## src/rtl/bcd_updown_counter.sv

```systemverilog
// bcd_updown_counter: multi-digit BCD up/down counter with selectable modulus, validated load and cascade terminal count
module bcd_updown_counter #(
    parameter int DIGITS = 2,
    parameter int MODULUS = 60,
    parameter bit STEP_DOWN_WRAP = 1'b1
) (
    input  logic                clk,
    input  logic                rst,
    input  logic                en,
    input  logic                up,
    input  logic                load,
    input  logic [4*DIGITS-1:0] load_val,
    output logic [4*DIGITS-1:0] cnt,
    output logic                tc,
    output logic                load_err
);
    localparam int W = 4 * DIGITS;

    function automatic logic [W-1:0] to_bcd(input int v);
        logic [W-1:0] r;
        int x;
        r = '0;
        x = v;
        for (int k = 0; k < DIGITS; k++) begin
            r[4*k +: 4] = 4'(x % 10);
            x = x / 10;
        end
        return r;
    endfunction

    localparam logic [W-1:0] MAX = to_bcd(MODULUS - 1);

    logic [DIGITS-1:0] cy;
    logic [DIGITS-1:0] bw;
    logic [DIGITS-1:0] dig_ok;
    logic [W-1:0]      inc;
    logic [W-1:0]      dec;
    logic [W-1:0]      nxt;
    logic              load_ok;

    assign cy[0] = 1'b1;
    assign bw[0] = 1'b1;

    for (genvar i = 0; i < DIGITS; i++) begin : g_dig
        logic [3:0] d;
        assign d = cnt[4*i +: 4];
        assign inc[4*i +: 4] = !cy[i] ? d : (d == 4'd9 ? 4'd0 : d + 4'd1);
        assign dec[4*i +: 4] = !bw[i] ? d : (d == 4'd0 ? 4'd9 : d - 4'd1);
        assign dig_ok[i] = load_val[4*i +: 4] <= 4'd9;
        if (i < DIGITS - 1) begin : g_chain
            assign cy[i+1] = cy[i] && d == 4'd9;
            assign bw[i+1] = bw[i] && d == 4'd0;
        end
    end

    // with every digit valid, packed BCD orders like the decimal value, so a plain compare suffices
    assign load_ok = &dig_ok && load_val <= MAX;

    // next count value for an enabled step, including modulus wrap and down-mode floor
    always_comb begin
        nxt = up ? (cnt == MAX ? '0 : inc) : (cnt == '0 ? (STEP_DOWN_WRAP ? MAX : '0) : dec);
    end

    assign tc = en && (up ? cnt == MAX : cnt == '0);

    // count register with rst > load > en > hold priority
    always_ff @(posedge clk) begin
        if (rst) begin
            cnt      <= '0;
            load_err <= 1'b0;
        end else if (load) begin
            load_err <= !load_ok;
            if (load_ok) cnt <= load_val;
        end else begin
            load_err <= 1'b0;
            if (en) cnt <= nxt;
        end
    end
endmodule

```

## config.mk

```make
export PLATFORM = sky130hd
export DESIGN_NAME = bcd_updown_counter
export DESIGN_NICKNAME = d
export VERILOG_FILES = /design/src/rtl/bcd_updown_counter.sv
export SDC_FILE = /design/constraint.sdc
export NUM_CORES = 1
export LEC_CHECK = 0
export ABC_AREA = 1
export BUFFER_PORTS_ARGS = -buffer_cell sky130_fd_sc_hd__buf_2
export CORE_MARGIN = 3
export CORE_UTILIZATION = 24
export CTS_CLUSTER_DIAMETER = 150
export CTS_CLUSTER_SIZE = 10
export DETAILED_ROUTE_END_ITERATION = 12
export GPL_ROUTABILITY_DRIVEN = 0
export PLACE_DENSITY_LB_ADDON = 0.3
export SLEW_MARGIN = 20
export SYNTH_ARGS = -nofsm -noshare
export SYNTH_HDL_FRONTEND = slang
export SYNTH_SLANG_ARGS = --single-unit
```

## constraint.sdc

```tcl
create_clock -name clk -period 1.6 [get_ports clk]
set_input_delay 0.32 -clock clk [delete_from_list [all_inputs] [get_ports clk]]
set_output_delay 0.32 -clock clk [all_outputs]
set_load 0.01 [all_outputs]
```

==> impl_metrics.py <==
metrics = {
    "outcome": {
        "outcome": "finished, violations left",
        "violations": "negative setup slack",
    },
    "clock_tree": {
        "cts_root_buffer": "clkbuf_4",
        "holdBufCountCts": 0,
        "cts_made_buffers": 3,
        "worst_skew_pair.late_latency_ns": 0.27,
        "clk_pin_slew_ns": 0.07,
        "htreeDepth": 1,
        "clockBufferDepth": 2,
        "cts_sinks": 9,
        "cts_tree": "yes",
    },
    "yosys": {
        "synth.area.top_cells": "dfxtp_1 21%, nand2_1 17%, nor2_1 9.7%",
        "syn_nets": 158,
        "syn_area_um2": 848.3,
        "synth-simple-area-share_pct": 44.54,
        "ys_seq_area_share_pct": 21.24,
        "avgSynthCellArea_um2": 5.974,
        "synth.mux.area_fraction_pct": 0,
        "synth_compound_area_share_pct": 17.99,
        "ys_seq_elements": 9,
        "yosysWarnings": 0,
        "synth_cell_types": 28,
        "yosysTopAreaCell": "dfxtp_1",
        "syn_inst": 142,
        "synth-xor-area-share_pct": 2.065,
        "synth_adder_area_share_pct": 4.425,
        "synth_top_area_share_pct": 21.24,
        "synth_top_family_by_area": "simple AND/OR/NAND/NOR gates",
    },
    "cells_and_area": {
        "area_growth_pct": 42.33,
        "final_nets": 201,
        "finalNonFillerCells": 228,
        "n_antenna_cell": 0,
        "drive_gt1_share_pct": 38.59,
    },
    "drt": {
        "dr.pass1.iters": 4,
        "drt_iter0_drc": 48,
        "vias": 1005,
        "wl_met1_um": 1307,
        "met2WireLength_um": 1122,
        "drc_errors": 0,
        "wl_per_cell_um": 11.39,
        "final_antenna_net_count": 0,
        "wl_met3_um": 109,
        "top_layer": "met4",
        "via_per_inst": 4.408,
        "wl_um": 2596,
    },
    "pwr": {
        "p_leak_nw": 0.6104,
        "p_sw_mw": 0.3495,
        "p_comb_share_pct": 46.9,
        "seq_power_share_pct": 31.2,
        "clkPwrFrac_pct": 21.8,
        "p_per_area_nw_per_um2": 721.7,
        "finalPower_mw": 0.8714,
        "irDropWorstVdd_mv": 0.2526,
        "p_int_mw": 0.5219,
        "netSwitchingFraction_pct": 40.11,
    },
    "floorplan": {
        "die_x_um": 65.45,
        "initial_utilization_pct": 26.48,
        "dieArea_um2": 4284,
        "std_cell_rows": 20,
        "ios": 23,
        "die_h_um": 65.45,
        "fp.coreArea_um2": 3203,
    },
    "worst_setup_path": {
        "slowest_delay_ns": 0.37,
        "path_cells": "inv_4 > ha_4 > nand2_2 > inv_2 > a31oi_2 > nor3b_2 > buf_2",
        "path_buf_inv": 3,
        "crit_type": "flip-flop to output pin",
        "critPathMaxFanout": 5,
        "worstPathRequired_ns": 1.28,
        "crit_arrival_ns": 1.34,
        "critPathSlowestCell": "dfxtp_4",
        "path_delay_family": "flip-flops",
        "worstSetupStartpointType": "flip-flop",
        "cp-end-kind": "output pin",
    },
    "timing": {
        "fin_ws_ns": -0.06186,
        "finClkSkew_ns": 0.001093,
        "worst_pin_slew_ns": 0.2840,
        "fin_crit_ns": 1.662,
        "fin_tns_setup_ns": -0.06186,
        "slew_headroom_pct": 81.05,
        "hold_viol_final": 0,
        "fmax_mhz": 601.7,
        "fin_crit_sh_pct": 103.9,
        "finalSetupViolations": 1,
        "rsz0062_at_grt": "yes",
        "finalMaxSlewViolations": 0,
        "hold-worst-slack_ns": 0.2744,
    },
    "global_route": {
        "grt_pass1_wl_um": 4278,
        "antenna_found_initial": 0,
        "grt_max_degree": 11,
        "grt_pass1_vias": 913,
        "grt-ovfl-total": 0,
        "track_usage_pct": 13.08,
    },
    "placed_design": {
        "port_buffers": 22,
        "placed_cells": 217,
        "dp_hpwl_um": 1939,
        "place_ws_ns": 0.1003,
    },
    "min_path": {
        "min_path_type": "input pin to flip-flop",
    },
    "run": {
        "maxCapViolations": 0,
    },
}
## synth_stat cells (all sizes together)
cell type	instances
xor2	2
o21a	1
nor2	25
nand3b	1
a21boi	2
o21ai	9
nand2	40
o211ai	1
nor3	3
ha	3
nand3	12
a31oi	1
inv	17
a21oi	12
dfxtp	9
buf	2
nor3b	1
nand4	1
## stage by stage
stage / utilization [%] / area, µm²
detailed placement: 33.71 / 1080
CTS: 36.80 / 1179
floorplan: - / 848.3
finish: 37.70 / 1207
global route: 37.70 / 1207
global placement: 33.71 / 1080
## flip-flops by register name, summed over array words and instances (netlist names)
signal / flops
cnt: 8
load_err: 1
## cell type report
cell class	instances	area (µm²)
clock buffer	4	26.28
fill	379	1996
inverter	17	71.32
multi-input combinational	114	624.3
sequential	9	185.2
tap	44	55.05
timing repair buffer	40	245.2
## cell families after synthesis
kind of cell / Yosys count
compound gates: 26
xor+xnor: 2
fa+ha+maj: 3
buf+inv: 19
flops: 9
simple gates: 83
## layer usage
| layer | GRT usage [%] | vias up |
|---|---|---|
| met5 | 0 | - |
| met4 | 6.995 | 0 |
| li1 | - | 547 |
| met3 | 1.880 | 5 |
| met1 | 18.13 | 430 |
| met2 | 19.34 | 23 |
## cell usage in the layout (no fill, tap or decap), types with 2 or more instances in the layout
| cell | n |
|---|---|
| xor2_1 | 2 |
| inv_2 | 7 |
| buf_2 | 22 |
| inv_1 | 7 |
| nor3_1 | 3 |
| ha_4 | 2 |
| buf_4 | 18 |
| inv_4 | 3 |
| clkbuf_4 | 3 |
| nand2_1 | 38 |
| nor2_2 | 3 |
| o21ai_1 | 4 |
| nand3_1 | 9 |
| dfxtp_1 | 7 |
| nor2_1 | 21 |
| a21boi_0 | 2 |
| a21oi_2 | 3 |
| a21oi_1 | 9 |
| nand3_2 | 3 |
| o21ai_0 | 5 |
## path summary, 6_finish.rpt
path	from	to	slack, ns	depth (start not counted)
setup / recovery	cnt[0]$_SDFFE_PP0P_	tc	-0.06	7
hold / removal	rst	cnt[0]$_SDFFE_PP0P_	0.27	2
setup reg to reg	cnt[0]$_SDFFE_PP0P_	cnt[7]$_SDFFE_PP0P_	0.23	8
hold reg to reg	cnt[2]$_SDFFE_PP0P_	cnt[2]$_SDFFE_PP0P_	0.64	3
## power by group through the flow
stage	clock network (mW)	logic (mW)	registers (mW)
2_1_floorplan	0	0.213	0.292
3_3_place_gp	0	0.374	0.272
3_5_place_dp	0	0.369	0.271
4_1_cts	0.197	0.395	0.271
5_1_grt	0.208	0.462	0.276
6_report	0.190	0.409	0.272
## what timing repair did
action / CTS / global route
gates resized for setup: 15 / 1
setup buffers: 4 / 3
pin swaps: 1 / 2
endpoints found under the setup margin: 1 / 1
No activity file was read; power rests on OpenSTA's default activity.
